**config.mk**
```make
export PLATFORM = sky130hd
export DESIGN_NAME = etm_mul_pipe
export DESIGN_NICKNAME = d
export VERILOG_FILES = /design/src/rtl/etm_mul_pipe.sv
export SDC_FILE = /design/constraint.sdc
export NUM_CORES = 1
export LEC_CHECK = 0
export ABC_AREA = 1
export CAP_MARGIN = 15
export CORE_AREA = 4 4 139 141
export CTS_CLUSTER_DIAMETER = 200
export CTS_CLUSTER_SIZE = 12
export DETAILED_ROUTE_END_ITERATION = 16
export DIE_AREA = 0 0 143 145
export GPL_TIMING_DRIVEN = 0
export PLACE_DENSITY_LB_ADDON = 0.12
export SLEW_MARGIN = 15
export SYNTH_ARGS = -nofsm -noshare
export SYNTH_HDL_FRONTEND = slang
export SYNTH_SLANG_ARGS = --single-unit
```
**constraint.sdc**
```tcl
create_clock -name clk -period 7.8 [get_ports clk]
set_input_delay 1.56 -clock clk [delete_from_list [all_inputs] [get_ports clk]]
set_output_delay 1.56 -clock clk [all_outputs]
set_load 0.005 [all_outputs]
```
**src/rtl/etm_mul_pipe.sv**
```systemverilog
// Three-stage pipelined unsigned multiplier with an exact mode and an ETM
// (exact high part, OR-mask low part) approximate mode, plus an approx-result counter.
module etm_mul_pipe #(
  parameter int unsigned WIDTH = 8,
  parameter int unsigned SPLIT = WIDTH / 2,
  parameter int unsigned CNT_W = 16
) (
  input  logic               clk,
  input  logic               rst,
  input  logic               in_valid,
  output logic               in_ready,
  input  logic [WIDTH-1:0]   in_a,
  input  logic [WIDTH-1:0]   in_b,
  input  logic               in_mode,
  output logic               out_valid,
  input  logic               out_ready,
  output logic [2*WIDTH-1:0] out_prod,
  output logic               out_approx,
  input  logic               cnt_clr,
  output logic [CNT_W-1:0]   approx_cnt
);

  localparam int unsigned PW = 2 * WIDTH;
  localparam int unsigned NW = 2 * SPLIT;

  typedef logic [PW-1:0] prod_t;
  typedef enum logic [1:0] {
    PATH_FULL,
    PATH_LO,
    PATH_APPROX
  } path_e;

  logic en;
  logic transfer;

  // Stage 1 state
  logic             v1;
  logic [WIDTH-1:0] a1;
  logic [WIDTH-1:0] b1;
  path_e            path1;
  path_e            path_in;

  // Stage 2 state
  logic             v2;
  logic             approx2;
  prod_t            prod2;
  logic [NW-1:0]    nm2;

  // Stage 2 combinational results
  logic [SPLIT-1:0] lo_or;
  int unsigned      msb;
  logic [NW-1:0]    nm;
  prod_t            prod_sel;

  assign en       = !out_valid || out_ready;
  assign in_ready = en;
  assign transfer = out_valid && out_ready;

  always_comb begin
    path_in = PATH_FULL;
    if (in_mode) begin
      if (in_a[WIDTH-1:SPLIT] == '0 && in_b[WIDTH-1:SPLIT] == '0)
        path_in = PATH_LO;
      else
        path_in = PATH_APPROX;
    end
  end

  always_ff @(posedge clk) begin
    if (rst) begin
      v1    <= 1'b0;
      a1    <= '0;
      b1    <= '0;
      path1 <= PATH_FULL;
    end else if (en) begin
      v1    <= in_valid;
      a1    <= in_a;
      b1    <= in_b;
      path1 <= path_in;
    end
  end

  // NM: all bits up to (msb of the OR'ed low parts) + SPLIT are set
  always_comb begin
    lo_or = a1[SPLIT-1:0] | b1[SPLIT-1:0];
    msb   = 0;
    for (int unsigned i = 0; i < SPLIT; i++) begin
      if (lo_or[i]) msb = i;
    end
    nm = '0;
    for (int unsigned j = 0; j < NW; j++) begin
      nm[j] = (lo_or != '0) && (j <= msb + SPLIT);
    end
  end

  // One multiplier port serves all three paths; the approx path uses the high halves
  always_comb begin
    prod_sel = '0;
    unique case (path1)
      PATH_FULL: prod_sel = prod_t'(a1) * prod_t'(b1);
      PATH_LO:   prod_sel = prod_t'(a1[SPLIT-1:0]) * prod_t'(b1[SPLIT-1:0]);
      default:   prod_sel = prod_t'(a1[WIDTH-1:SPLIT]) * prod_t'(b1[WIDTH-1:SPLIT]);
    endcase
  end

  always_ff @(posedge clk) begin
    if (rst) begin
      v2      <= 1'b0;
      approx2 <= 1'b0;
      prod2   <= '0;
      nm2     <= '0;
    end else if (en) begin
      v2      <= v1;
      approx2 <= (path1 == PATH_APPROX);
      prod2   <= prod_sel;
      nm2     <= nm;
    end
  end

  always_ff @(posedge clk) begin
    if (rst) begin
      out_valid  <= 1'b0;
      out_approx <= 1'b0;
      out_prod   <= '0;
    end else if (en) begin
      out_valid  <= v2;
      out_approx <= approx2;
      out_prod   <= approx2 ? ((prod2 << NW) | prod_t'(nm2)) : prod2;
    end
  end

  always_ff @(posedge clk) begin
    if (rst || cnt_clr) begin
      approx_cnt <= '0;
    end else if (transfer && out_approx && approx_cnt != '1) begin
      approx_cnt <= approx_cnt + CNT_W'(1);
    end
  end

endmodule

```
=== Word-level counts from Yosys, hierarchy flattened ===
Index checks and enable logic that the tools add are counted.
W data, S select, Z words.

* Flip-flop bits (word level): 79
* Bits of input ports: 22
* Word-level logic and storage cells: 56

* $add $sub $neg: 2
* Muxes and demuxes: 7
* $mul: 3
* Eq/ne operators: 3
* Magnitude comparators: 8
* Bitwise operators: 2
* Reduce and logical (&&, ||, !) cells: 19

{| class="wikitable"
|+ Operators with widths
! cell !! number
|-
| $le A3 B32 Y1 const A || 4
|-
| $le A1 B32 Y1 const A || 2
|-
| $le A2 B32 Y1 const A || 2
|-
| $mux W32 || 2
|-
| $add A32 B3 Y32 const B || 1
|-
| $pmux W16 S2 || 1
|-
| $add A16 B1 Y16 const B || 1
|-
| $mul A4 B4 Y8 || 2
|-
| $mul A8 B8 Y16 || 1
|-
| $mux W16 || 1
|-
| $ne A16 B16 Y1 const B || 1
|-
| $or A16 B8 Y16 || 1
|-
| $logic_and A1 B1 Y1 || 12
|-
| $logic_not A4 Y1 || 2
|-
| $mux W2 || 2
|-
| $or A4 B4 Y4 || 1
|-
| $reduce_bool A4 Y1 || 1
|-
| $eq A2 B1 Y1 const B || 1
|-
| $eq A2 B2 Y1 const B || 1
|-
| $logic_not A2 Y1 || 1
|-
| $logic_or A1 B1 Y1 || 2
|-
| $logic_not A1 Y1 || 1
|-
| $mux W1 || 1
|}

=== Logic depth before layout (Yosys ltp) ===
* Word-level depth: 7
* Mapped depth: 21

=== Worst setup path after synthesis ===
No wires, ideal clock.

* Kind: reg-to-reg
* From: reg a1[2]
* To: reg prod2[15]
* Data arrival time: 3.744 ns
* Slack: 3.987 ns
* Required time: 7.730 ns
* Buffers on the path: 1
* Stages on the path, launching flop included: 20
* Setup time: 0.070 ns
* Period minus slack after synthesis: 3.813 ns
* Cell sequence: dfxtp_1 -> clkbuf_1 -> nand2_1 -> inv_1 -> fa_1 -> fa_1 -> fa_1 -> inv_1 -> fa_1 -> inv_1 -> ha_1 -> nand2_1 -> inv_1 -> nand2_1 -> nand2_1 -> nand2_1 -> nand3_1 -> nand2_1 -> nand3_1 -> a21oi_1

* Word-level cells in the longest chain between the ends: 2

{| class="wikitable"
|+ RTL lines
! item !! RTL line !! RTL
|-
| start, declared || 38 || <nowiki>logic [WIDTH-1:0] a1;</nowiki>
|-
| start signal, assigned || 77 || <nowiki>a1 <= in_a;</nowiki>
|-
| $mul A8 B8 Y16 || 100 || <nowiki>PATH_FULL: prod_sel = prod_t'(a1) * prod_t'(b1);</nowiki>
|-
| $pmux W16 S2 || 99 || <nowiki>unique case (path1)</nowiki>
|-
| end signal, assigned || 115 || <nowiki>prod2 <= prod_sel;</nowiki>
|-
| end, declared || 46 || <nowiki>prod_t prod2;</nowiki>
|}

No other way between the ends.
A chain may end at the register's enable or synchronous reset.

=== Worst setup path after layout ===
* From: in out_ready
* To: out in_ready

* Word-level cells in the longest chain between the ends: 1

{| class="wikitable"
|+ RTL lines
! item !! RTL line !! RTL
|-
| start, declared || 16 || <nowiki>input logic out_ready,</nowiki>
|-
| $logic_or A1 B1 Y1 || 55 || <nowiki>assign en = !out_valid || out_ready;</nowiki>
|-
| end, declared || 11 || <nowiki>output logic in_ready,</nowiki>
|}

No other way between the ends.

==> impl_metrics.env <==
export IMPL_cts_tree="built"
export IMPL_grt_pass1_wl_um=28800
export IMPL_layout_drive_gt1_share=0.0475
export IMPL_p_int_w=0.000763
export IMPL_slew_violations=0
export IMPL_setup_violations_final=0
export IMPL_skew_ns=0.00843
export IMPL_cts_max_path_buffers=2
export IMPL_drt_iter0_drc=262
export IMPL_cts_resized=0
export IMPL_crit_type="primary input to output pin"
export IMPL_area_delta_synth_final_pct=18.1
export IMPL_cts_buffers=9
export IMPL_syn_inst=897
export IMPL_synth_top_area_frac=0.240
export IMPL_ys_top_cells_by_area="dfxtp_1, fa_1, nand2_1"
export IMPL_fmax_mhz=202
export IMPL_post_route_period_util=0.636
export IMPL_gp_congestion=0.822
export IMPL_die_h_um=145
export IMPL_yosysMostFrequentCell="nand2_1"
export IMPL_cts_root_buf="clkbuf_16"
export IMPL_utilization=0.411
export IMPL_overflow=0
export IMPL_yosys_area_top_type="dfxtp_1"
export IMPL_reg2reg_depth=19
export IMPL_r2r_end="prod2[15]"
export IMPL_floorplan_rows=49
export IMPL_netSwitchingPower_w=0.000335
export IMPL_die_area_um2=20700
export IMPL_ys_ff_latch=75
export IMPL_min_path_type="flip-flop to flip-flop"
export IMPL_antenna_cells=0
export IMPL_outcome="finished, final reports clean"
export IMPL_multi_input_area_um2=3900
export IMPL_synth_area_um2=6250
export IMPL_worst_slew_pin_slew_ns=0.691
export IMPL_synth_flop_cell="dfxtp_1"
export IMPL_ys_warn_count=0
export IMPL_antenna_found_initial=0
export IMPL_cp_max_fo=10
export IMPL_power_frac_comb=0.231
export IMPL_hp_start="v2"
export IMPL_avgRoutedWirePerCell_um=14.7
export IMPL_detail_route_first_pass_iterations=5
export IMPL_place_hpwl_um=14200
export IMPL_grt_max_degree=13
export IMPL_ff2ff_setup_slack_ns=3.37
export IMPL_start_util=0.348
export IMPL_cp_arrival_ns=3.40
export IMPL_yosys_cell_types_count=31
export IMPL_min_path_cells=2
export IMPL_vias_per_cell=4.75
export IMPL_synth_edf_count=0
export IMPL_max_cap_violations=0
export IMPL_min_to="v2"
export IMPL_seq_power_share=0.384
export IMPL_syn_nets=1017
export IMPL_synth_area_per_cell_um2=6.97
export IMPL_die_w_um=143
export IMPL_first_global_vias=5562
export IMPL_seq_area_um2=1500
export IMPL_relSlewSlack=0.537
export IMPL_num_vias=5683
export IMPL_nets=1083
export IMPL_async_flop_share=0
export IMPL_clkPwrFrac=0.385
export IMPL_start_kind="primary input"
export IMPL_rsz0062_at_grt="false"
export IMPL_insertion_delay_ns=0.34
export IMPL_reg2reg_from="a1[3]"
export IMPL_hold_viol=0
export IMPL_nFillCells=1942
export IMPL_grtUsageTotal=0.173
export IMPL_powerDensity_nw_per_um2=149
export IMPL_end_kind="output pin"
export IMPL_clkTransAtPathRegs_ns=0.06
export IMPL_core_um2=18000
export IMPL_p_leak_nw=3.75
export IMPL_drc=0
export IMPL_seq_area_frac_synth=0.240
export IMPL_final_min_clock_period_ns=4.96
export IMPL_num_io_pins=57
export IMPL_antenna_left=0
export IMPL_htree_levels=3
export IMPL_io_buffers=55
export IMPL_cp_data_required_time_ns=6.24
export IMPL_cts_sinks=75
export IMPL_post_cts_setup_buffers=0
export IMPL_cts_hold_buf=0
export IMPL_wirelength_um=17600
export IMPL_synth_commonest_cells="nand2_1, inv_1, dfxtp_1, o21ai_0"
export IMPL_swShare=0.305
export IMPL_fin_setup_tns_ns=0
export IMPL_peakVddDrop_v=0.000111
## power by group through the flow
stage | Clock [W] | Sequential [W] | Combinational [W]
CTS | 0.000429 | 0.000422 | 0.000258
finish | 0.000423 | 0.000421 | 0.000254
global route | 0.000446 | 0.000424 | 0.000293
floorplan | 0 | 0.000425 | 0.000164
detailed placement | 0 | 0.000430 | 0.000255
global placement | 0 | 0.000430 | 0.000255
## area by class of cell
type / instances / share of cell area
tap: 229 / 0.0388
timing repair buffer: 55 / 0.0746
buffer: 40 / 0.0241
sequential: 75 / 0.203
clock buffer: 12 / 0.0334
clock inverter: 4 / 0.00678
inverter: 178 / 0.0905
multi-input combinational: 604 / 0.529
## worst max path at each step
stage | from | end | slack [ns] | cells past startpoint
after CTS | out_ready | in_ready | 2.84 | 6
after detailed placement | out_ready | in_ready | 2.86 | 6
after global placement | out_ready | in_ready | 2.85 | 6
after global routing | out_ready | in_ready | 2.74 | 6
after floorplan | a1[2] | prod2[15] | 3.99 | 19
final | out_ready | in_ready | 2.84 | 6
## cell families (layout without fill, tap and decap cells)
group                    count (synthesis)  count (layout)  synth area share
flip-flops                              75              75             0.240
buffers and inverters                  218             289             0.135
adder cells (fa/ha/maj)                 98              98             0.248
AO/OA/AOI/OAI                          132             132             0.114
XOR/XNOR                                13              13            0.0182
multiplexers                             1               1           0.00160
AND/OR/NAND/NOR                        360             360             0.243
## metal layers
metal,vias up,routed length (um),track usage
met4,0,150,0.0247
met1,2663,8920,0.253
met3,10,789,0.0336
li1,2911,-,-
met5,-,0,0
met2,99,7760,0.271
## registers in the layout, indices dropped and copies added, names as in the netlist, 2 cells and up
name,count
b1,8
prod2,16
out_prod,16
a1,8
path1,2
nm2,4
approx_cnt,16
## stage by stage
step / cell area [um2] / total power, W / hold WS [ns] / std cells / setup slack, ns
floorplan: 6250 / 0.000590 / 0.430 / 897 / 3.99
global placement: 7090 / 0.000685 / 0.444 / 1181 / 2.85
detailed placement: 7090 / 0.000685 / 0.454 / 1181 / 2.86
CTS: 7380 / 0.00111 / 0.463 / 1197 / 2.84
global route: 7380 / 0.00116 / 0.489 / 1197 / 2.74
finish: 7380 / 0.00110 / 0.465 / 1197 / 2.84
## critical path, stage by stage
cell             delay [ns]
clkdlybuf4s50_1        0.49
nor2_2                 0.08
inv_1                  0.19
buf_2                  0.27
buf_2                  0.27
clkdlybuf4s50_1        0.54
## layout by cell type (no fill, tap or decap), types with 8 or more instances in the layout
master / count
a21oi_1: 48
a21oi_2: 8
a31oi_1: 15
clkbuf_1: 33
clkbuf_16: 9
clkdlybuf4s50_1: 55
dfxtp_1: 75
fa_1: 43
ha_1: 55
inv_1: 176
nand2_1: 228
nand3_1: 41
nand4_1: 11
nor2_1: 55
o21ai_0: 59
xor2_1: 10
Note: power is estimated with default switching activity, not from simulation.
